<file path="src/rtl/stream_demux_reg_pkg.sv">
// Shared constants and helpers for the registered stream demultiplexer.
// The package exposes the default widths and the select range test.
package stream_demux_pkg;

  localparam int unsigned W_DEFAULT     = 8;
  localparam int unsigned N_OUT_DEFAULT = 4;
  localparam int unsigned CNT_W_DEFAULT = 8;

  // Selects at or above the output count address no slot and are dropped.
  function automatic logic sel_in_range(input int unsigned sel, input int unsigned n);
    return (sel < n);
  endfunction

endpackage

</file>
<file path="src/rtl/stream_demux_reg_if.sv">
// Producer-side input stream plus N_OUT consumer-side output streams.
// The master modport is the environment and the slave modport is the demux.
interface stream_demux_reg_if #(
  parameter int unsigned N_OUT = stream_demux_pkg::N_OUT_DEFAULT,
  parameter int unsigned W     = stream_demux_pkg::W_DEFAULT,
  parameter int unsigned SEL_W = $clog2(N_OUT) + 1
);

  logic                 in_valid;
  logic                 in_ready;
  logic [W-1:0]         in_data;
  logic [SEL_W-1:0]     in_sel;
  logic [N_OUT-1:0]     out_valid;
  logic [N_OUT-1:0]     out_ready;
  logic [N_OUT*W-1:0]   out_data;

  modport master (
    output in_valid, in_data, in_sel, out_ready,
    input  in_ready, out_valid, out_data
  );

  modport slave (
    input  in_valid, in_data, in_sel, out_ready,
    output in_ready, out_valid, out_data
  );

endinterface

</file>
<file path="src/rtl/stream_demux_reg_slot.sv">
// One-entry holding register for a single demux output stream.
// A slot can take a new word when it is empty or is draining this cycle.
module demux_slot #(
  parameter int unsigned W = stream_demux_pkg::W_DEFAULT
) (
  input  logic         clk,
  input  logic         rst,
  input  logic         fill,
  input  logic [W-1:0] fill_data,
  output logic         out_valid,
  input  logic         out_ready,
  output logic [W-1:0] out_data,
  output logic         can_accept
);

  logic         valid_q, valid_d;
  logic [W-1:0] data_q, data_d;

  // NOTE: every always_comb output gets a default first so no path leaves it unassigned (no latch).
  always_comb begin
    valid_d = valid_q & ~out_ready;
    data_d  = data_q;
    if (fill) begin
      valid_d = 1'b1;
      data_d  = fill_data;
    end
  end

  // NOTE: state registers use non-blocking assignments so all flops update together at the edge.
  // NOTE: the data register is reset as well because out_data must read zero after reset.
  always_ff @(posedge clk) begin
    if (!rst) begin
      valid_q <= 1'b0;
      data_q  <= '0;
    end else begin
      valid_q <= valid_d;
      data_q  <= data_d;
    end
  end

  assign out_valid  = valid_q;
  assign out_data   = data_q;
  assign can_accept = ~valid_q | out_ready;

endmodule

</file>
<file path="src/rtl/stream_demux_reg.sv">
// Registered 1-to-N_OUT stream demultiplexer with a saturating drop counter.
// Out-of-range selects are always accepted and counted instead of routed.
module stream_demux_reg
  import stream_demux_pkg::*;
#(
  parameter int unsigned N_OUT = N_OUT_DEFAULT,
  parameter int unsigned W     = W_DEFAULT,
  parameter int unsigned SEL_W = $clog2(N_OUT) + 1,
  parameter int unsigned CNT_W = CNT_W_DEFAULT
) (
  input  logic             clk,
  input  logic             rst,
  stream_demux_reg_if.slave bus,
  output logic [CNT_W-1:0] drop_cnt
);

  logic [N_OUT-1:0]   can_accept;
  logic [N_OUT-1:0]   fill;
  logic [N_OUT-1:0]   slot_valid;
  logic [N_OUT*W-1:0] slot_data;
  logic               sel_ok;
  logic               sel_ready;
  logic               in_ready;
  logic               accept;
  logic [CNT_W-1:0]   drop_cnt_q, drop_cnt_d;

  // Only the selected slot's can_accept reaches in_ready, giving head-of-line blocking.
  always_comb begin
    sel_ok     = sel_in_range(32'(bus.in_sel), N_OUT);
    sel_ready  = 1'b0;
    fill       = '0;
    for (int k = 0; k < N_OUT; k++) begin
      if (bus.in_sel == SEL_W'(k)) sel_ready = can_accept[k];
    end
    in_ready   = rst & (~sel_ok | sel_ready);
    accept     = bus.in_valid & in_ready;
    for (int k = 0; k < N_OUT; k++) begin
      fill[k] = accept & sel_ok & (bus.in_sel == SEL_W'(k));
    end
    drop_cnt_d = drop_cnt_q;
    if (accept && !sel_ok && (drop_cnt_q != '1)) drop_cnt_d = drop_cnt_q + CNT_W'(1);
  end

  always_ff @(posedge clk) begin
    if (!rst) drop_cnt_q <= '0;
    else      drop_cnt_q <= drop_cnt_d;
  end

  for (genvar k = 0; k < N_OUT; k++) begin : g_slot
    demux_slot #(.W(W)) u_slot (
      .clk        (clk),
      .rst        (rst),
      .fill       (fill[k]),
      .fill_data  (bus.in_data),
      .out_valid  (slot_valid[k]),
      .out_ready  (bus.out_ready[k]),
      .out_data   (slot_data[k*W +: W]),
      .can_accept (can_accept[k])
    );
  end

  assign bus.in_ready  = in_ready;
  assign bus.out_valid = slot_valid;
  assign bus.out_data  = slot_data;
  assign drop_cnt      = drop_cnt_q;

endmodule
</file>
<file path="src/flat_wrapper.sv">
// flat-port wrapper written by rule: the top's interface ports become plain ports
module stream_demux_reg_flat import stream_demux_pkg::*;
#(
  parameter int unsigned N_OUT = N_OUT_DEFAULT,
  parameter int unsigned W     = W_DEFAULT,
  parameter int unsigned SEL_W = $clog2(N_OUT) + 1,
  parameter int unsigned CNT_W = CNT_W_DEFAULT
)
  (clk, rst, drop_cnt, bus_in_valid, bus_in_data, bus_in_sel, bus_out_ready, bus_in_ready, bus_out_valid, bus_out_data);
  stream_demux_reg_if #(.N_OUT(N_OUT), .W(W), .SEL_W(SEL_W)) bus_i ();
  input  logic clk;
  input  logic rst;
  output logic [CNT_W-1:0] drop_cnt;
  input wire logic [$bits(bus_i.in_valid)-1:0] bus_in_valid;
  input wire logic [$bits(bus_i.in_data)-1:0] bus_in_data;
  input wire logic [$bits(bus_i.in_sel)-1:0] bus_in_sel;
  input wire logic [$bits(bus_i.out_ready)-1:0] bus_out_ready;
  output wire logic [$bits(bus_i.in_ready)-1:0] bus_in_ready;
  output wire logic [$bits(bus_i.out_valid)-1:0] bus_out_valid;
  output wire logic [$bits(bus_i.out_data)-1:0] bus_out_data;
  assign bus_i.in_valid = bus_in_valid;
  assign bus_i.in_data = bus_in_data;
  assign bus_i.in_sel = bus_in_sel;
  assign bus_i.out_ready = bus_out_ready;
  assign bus_in_ready = bus_i.in_ready;
  assign bus_out_valid = bus_i.out_valid;
  assign bus_out_data = bus_i.out_data;
  stream_demux_reg #(.N_OUT(N_OUT), .W(W), .SEL_W(SEL_W), .CNT_W(CNT_W)) u_core (.clk(clk), .rst(rst), .bus(bus_i), .drop_cnt(drop_cnt));
endmodule
</file>
<file path="config.mk">
export PLATFORM = sky130hd
export DESIGN_NAME = stream_demux_reg_flat
export DESIGN_NICKNAME = d
export VERILOG_FILES = /design/src/rtl/stream_demux_reg_pkg.sv /design/src/rtl/stream_demux_reg_if.sv /design/src/rtl/stream_demux_reg_slot.sv /design/src/rtl/stream_demux_reg.sv /design/src/flat_wrapper.sv
export SDC_FILE = /design/constraint.sdc
export NUM_CORES = 1
export LEC_CHECK = 0
export ABC_AREA = 1
export BUFFER_PORTS_ARGS = -buffer_cell sky130_fd_sc_hd__buf_2
export CORE_ASPECT_RATIO = 1.25
export CORE_MARGIN = 2
export CORE_UTILIZATION = 40
export CTS_CLUSTER_DIAMETER = 50
export DETAILED_ROUTE_END_ITERATION = 10
export GPL_ROUTABILITY_DRIVEN = 0
export PLACE_DENSITY = 0.67
export SLEW_MARGIN = 20
export SYNTH_ARGS = -nofsm -noshare
export SYNTH_HDL_FRONTEND = slang
export SYNTH_SLANG_ARGS = --single-unit
export TNS_END_PERCENT = 100
</file>
<file path="constraint.sdc">
create_clock -name clk -period 1.6 [get_ports clk]
set_input_delay 0.32 -clock clk [delete_from_list [all_inputs] [get_ports clk]]
set_output_delay 0.32 -clock clk [all_outputs]
set_load 0.01 [all_outputs]
</file>
==> metrics, run 1 <==
sequential fraction of the synthesis area roughly 41%; Int Pwr roughly 1.7 mW; Tot GR Track Use around 17%; dpl cell area 2465 µm²; WL/cell around 11 µm; Synth-to-Final Area Change 22.33%; Yosys top cell by area dfxtp_1; post-layout min period 1553 ps; CTS root buffer clkbuf_8; number of core rows 29; status complete, no violations; CP Max Fanout 2; Final Hold Fails 0; Port Buf Inserts 62; crit path DAT 1230 ps; Adder-Cell Fraction of Synth Area less than 1%; switching power 0.5488 mW; CP Capture Type output port; Placed Cells 420; DRT Pass-1 Iters 4; remaining global-route overflow 0; CORE AREA 5116 µm²; Setup TNS 0 ps; Yosys reg bits 44; Startpoint Class register; most common cell in the netlist nand2_1; Die Height 85.68 µm; maximum VDD drop ~0.00051 V; Reg power frac ~51%; simple-gate share of the synthesized area a little under two fifths; Final Max Tran Viols 0; combinational family with the most area after synthesis simple AND/OR/NAND/NOR gates; Worst Tran Pin Value roughly 380 ps; global-route wire length before repair about 8000 µm; largest net degree at the start of global routing 33; final worst path period share just under 100%; CTS tree yes; io pins 63; Post-Syn Nets ~320; clk_lat worst skew ~300 ps; Main synth FF type dfxtp_1; commonest cells in the netlist 75 x nand2_1, 63 x nor2_1, 48 x inv_1; CP Class register to output port; H-tree depth 2; Die Wd 69.34 µm; Synth area leaders dfxtp_1 41%, nand2_1 13%, nor2_1 11%, inv_1 8.4%, nand4_4 4.0%; Worst Hold Class primary input to register; critical-path cell list inv_1, nor2_1, o21bai_2, nor2_4, a21oi_2, buf_2; area fraction of the dominant cell type after synthesis 41.27%; final cell count without fillers 430; Detailed Place HPWL between 3000 and 4000 µm; vias in the first global route around 1800; vias ~1900; initial antenna violation count 0; Async SR Flop Fraction 0%; Design Area, Final 2611 µm²; Clock Pin Slew Worst Setup and Hold Paths about 90 ps; power per cell area 845.9 nW/µm²; final net count between 300 and 400; layout cells sized above 1 between 30% and 40%; Diodes inserted 0; mux cell area share after synthesis 0%; count of cell types in the netlist 29; Max clock buf depth 2; Post-Synth XOR/XNOR Area less than 1%; compound-cell area share of the yosys netlist between 4 and 5%; DRC Markers 0; 1st-iter DRT viols 115; max cap viols 0; Max Fclk ~0.64 GHz; CP Data Required Time between 1000 and 1500 ps; total length of routed wires approximately 4800 µm; synth warn 0; die area 5941 µm²; Post-synth EDFFs 0; Crit-path slowest cell dfxtp_1; switching share of power around a quarter; clock buffer count from CTS 5; synthesized instance count 302; Antenna Nets Post-Route 0; # setup viols final 0; power share of the combinational group under 10%; Initial Util about two fifths; leakage approximately 1.4 nW; skew final roughly 7.4 ps; clock sink count 44; largest stage delay on the critical path around 330 ps; Via density 4.435; Mapped Avg Cell Area approximately 7.1 µm²; Clk pwr share 39.7%; Netlist Area Pre-Place 2135 µm²; Slew headroom between 70% and 80%
==> final timing paths <==
| kind | slack (ps) | to | cells after the start | startpoint |
|---|---|---|---|---|
| worst min-delay path | 290 | u_core.g_slot[3].u_slot.out_valid | 4 | bus_out_ready[3] |
| worst max-delay path | 50 | bus_in_ready | 6 | u_core.g_slot[3].u_slot.out_valid |
| worst max register to register | 150 | u_core.g_slot[2].u_slot.out_data[0] | 10 | u_core.g_slot[3].u_slot.out_valid |
| worst min register to register | 470 | u_core.drop_cnt[5] | 2 | u_core.drop_cnt[5] |
==> cell usage in the layout (no fill, tap or decap) <==
master      instances
nand2_8             1
buf_2              62
inv_1              48
nor2_4              1
o21ai_0             4
nor2_1             62
o21bai_2            1
buf_12              1
o21ai_1             1
nand3_1             7
buf_4               9
nor3_1              4
dfxtp_2             2
nand2_1            73
a31oi_1             1
inv_6               1
xor2_1              2
nand2_2             6
clkinv_1            1
nand2_4             1
inv_2               3
a21oi_1             7
and3_1              2
a21oi_2             2
clkinvlp_4          1
dfxtp_1            42
ha_2                1
nor2_2             12
nand4_4             4
clkbuf_8            5
bufinv_16           1
==> cell type report <==
type                       instances  area [µm²]
timing repair buffer              72       397.9
tap                               62       77.57
inverter                          52       195.2
multi-input combinational        192       942.2
fill                             516        2505
clock buffer                       5       68.82
clock inverter                     3       46.29
sequential                        44       883.3
==> worst max-delay path: cells and delay by family, from the launching register on <==
| kind | cells | cell delay, ps |
|---|---|---|
| flip-flops | 1 | 330 |
| AND/OR/NAND/NOR | 2 | 270 |
| AO/OA/AOI/OAI | 2 | 160 |
| buffers and inverters | 2 | 180 |
==> power by group through the flow <==
stage	clock, mW	sequential [mW]	combinational, mW
final	0.876	1.12	0.209
after global routing	0.949	1.13	0.231
after CTS	0.898	1.12	0.207
after detailed placement	0	1.15	0.203
after global placement	0	1.15	0.200
after floorplan	0	1.16	0.117
==> what timing repair did <==
item                       4_1_cts  5_1_grt
hold buffers                     0        0
hold endpoints to repair         0        0
resized for setup                0        7
setup buffers                    1        1
pin swaps                        1        2
setup endpoints to repair        1        9
==> flip-flops by register name, summed over array words and instances, names as in the netlist <==
register / count
u_core.g_slot.u_slot.out_data: 32
u_core.g_slot.u_slot.out_valid: 4
u_core.drop_cnt: 8
==> per-stage QoR <==
stage / utilization (%) / setup slack [ps] / hold slack [ps] / power (mW)
after CTS: 50.57 / 3.313 / 288.6 / 2.229
after detailed placement: 48.18 / 44.63 / 450.7 / 1.353
after global placement: 48.18 / 86.45 / 449.9 / 1.349
after floorplan: - / 169.0 / 448.2 / 1.275
after global routing: 51.04 / -35.58 / 289.8 / 2.307
final: 51.04 / 46.73 / 289.8 / 2.209
==> cell families after synthesis <==
logic type | count (synthesis)
simple gates | 173
buf+inv | 66
flops | 44
compound gates | 16
xor+xnor | 2
fa+ha+maj | 1
==> per-layer routing <==
| layer | wire (µm) | track usage, % |
|---|---|---|
| met1 | 2142 | 19.39 |
| met2 | 2338 | 29.28 |
| met3 | 301 | 5.053 |
| met4 | 54 | 4.635 |
| met5 | 0 | 0 |
No activity file was read; power rests on OpenSTA's default activity.
==> run 2, diff against run 1 <==
Settings changed: PLACE_DENSITY 0.67 to 0.7.
Clock period 1.6 ns to 1.4 ns, I/O delays scaled along.
==> metrics, run 2 (synthesized netlist as in run 1, its figures left out) <==
Fin Hold WS about 240 ps; Port Buf Inserts 62; Die Height 85.68 µm; status finished with violations; Die Wd 69.34 µm; CP Capture Type register; io pins between 60 and 70; CORE AREA ~5000 µm²; RSZ-0062 raised after global routing yes; die area slightly below 6000 µm²; Max clock buf depth 2; Tot GR Track Use about 17%; clock buffer count from CTS 5; Max Fclk between 0.6 and 0.7 GHz; Antenna Nets Post-Route 0; max cap viols 0; worst setup path startpoint u_core.g_slot[3].u_slot.out_valid; Initial Util roughly two fifths; Final Max Tran Viols 0; highest-count cells in the layout ignoring fill and taps 62 x nand2_1, 62 x buf_2, 55 x nor2_1, 46 x inv_1, 39 x dfxtp_1; CTS Hold Bufs 0; remaining global-route overflow 0; 1st-iter DRT viols between 150 and 200; R2R depth 11; initial antenna violation count 0; final net count about 400; largest net degree at the start of global routing 31; DRT Pass-1 Iters 4; layout cells sized above 1 between 40 and 50%; clk_lat worst skew between 300 and 400 ps; leakage around 1.5 nW; DRC Markers 0; vias slightly above 2000; global-route wire length before repair slightly above 8000 µm; clock sink count 44; Via density between 4 and 5; CTS tree yes; Synth-to-Final Area Change 36.34%; Worst Hold Class primary input to register; crit path DAT 1740 ps; post-layout min period approximately 1500 ps; worst r2r src u_core.g_slot[3].u_slot.out_valid; CP Max Fanout 8; maximum VDD drop roughly 0.0005 V; WL/cell approximately 12 µm; register area between 800 and 900 µm²; Startpoint Class register; H-tree depth 2; violated checks negative setup slack; post-route worst setup slack -118.4 ps; Detailed Place HPWL 3432 µm; total length of routed wires between 5000 and 6000 µm; hold_sp rst; Largest register FFs 32; Worst Tran Pin Value between 600 and 700 ps; skew final ~12 ps; power per cell area around 900 nW/µm²; Clock Pin Slew Worst Setup and Hold Paths roughly 90 ps; number of core rows 29; Diodes inserted 0; Setup Slack @ Placement -87.75 ps; CP Class register to register; R2R Path End u_core.g_slot[3].u_slot.out_data[1]; # setup viols final 15; Final Hold Fails 0; filler cell count roughly 470; final worst path period share 108.5%; Multi-input gate area roughly 1100 µm²; Slew headroom between 50% and 60%; Reg2Reg Setup Slack -120 ps; CP Data Required Time around 1600 ps; CTS root buffer clkbuf_8; vias in the first global route roughly 1800; CP endpoint u_core.g_slot[3].u_slot.out_data[1]
-- run 2: changes by cell type in the layout (fill, tap and decap cells not counted), moves of 3 or more --
cell and change:
nand2_2 +9, buf_4 +7, nor2_1 -7, nor2_2 +3, dfxtp_2 +3, nand4_4 +3
dfxtp_1 -3, nor2_4 +4, nand2_1 -11
-- run 2: power breakdown --
group | internal (mW) | total [mW] | switching [mW]
Combinational | 0.117 | 0.308 | 0.192
Clock | 0.538 | 1.01 | 0.477
Sequential | 1.27 | 1.28 | 0.0114
-- run 2: what timing repair did --
item,in CTS,in global routing
gates cloned,1,4
endpoints found under the setup margin,9,44
pin swaps,1,12
setup buffers,1,3
gates resized for setup,6,40
-- run 2: worst min path at each step --
stage / end / slack, ps / depth (start not counted)
floorplan: u_core.g_slot[3].u_slot.out_data[0] / 410 / 2
global placement: u_core.drop_cnt[5] / 450 / 2
detailed placement: u_core.drop_cnt[5] / 450 / 2
CTS: u_core.g_slot[0].u_slot.out_data[4] / 240 / 3
global route: u_core.g_slot[0].u_slot.out_data[4] / 250 / 3
finish: u_core.g_slot[0].u_slot.out_data[4] / 240 / 3
-- run 2: critical path, cell delays in order (launching register included) --
cell and delay [ps]:
dfxtp_2 330, inv_2 60, nor2_4 40, o21bai_4 150, nor2_4 50, buf_6 120, nand2_8 120, nand4_4 140
buf_12 190, nand2_1 60, nand2_1 50, nor2_1 130
-- run 2: metal layers --
layer  routed length (µm)  GRT usage, %  vias up  share of wire (%)
met2                 2779         29.37       63                 50
met5                    0             0        -                  0
met4                   98         5.526        0                1.8
met3                  315         5.170       11                5.7
li1                     -             -     1061                  -
met1                 2342         20.76      932                 42
-- run 2: per-stage QoR --
step	instance area (µm²)	TNS (ps)	utilization [%]	std cells	power, mW
2_1_floorplan	2136	0	-	302	1.457
3_3_place_gp	2526	-925.9	49.38	428	1.550
3_5_place_dp	2526	-1910	49.38	428	1.553
4_1_cts	2681	-791.1	52.41	438	2.567
5_1_grt	2910	-3323	56.88	445	2.702
6_report	2910	-727.7	56.88	445	2.608
-- run 2: layout make-up --
| type | count | share of cell area [%] |
|---|---|---|
| clock inverters | 3 | 1.591 |
| multi-input cells | 196 | 38.31 |
| repair buffers | 83 | 17.80 |
| well taps | 62 | 2.666 |
| flip-flops and latches | 44 | 30.48 |
| clock buffers | 5 | 2.365 |
| inverters | 52 | 6.793 |
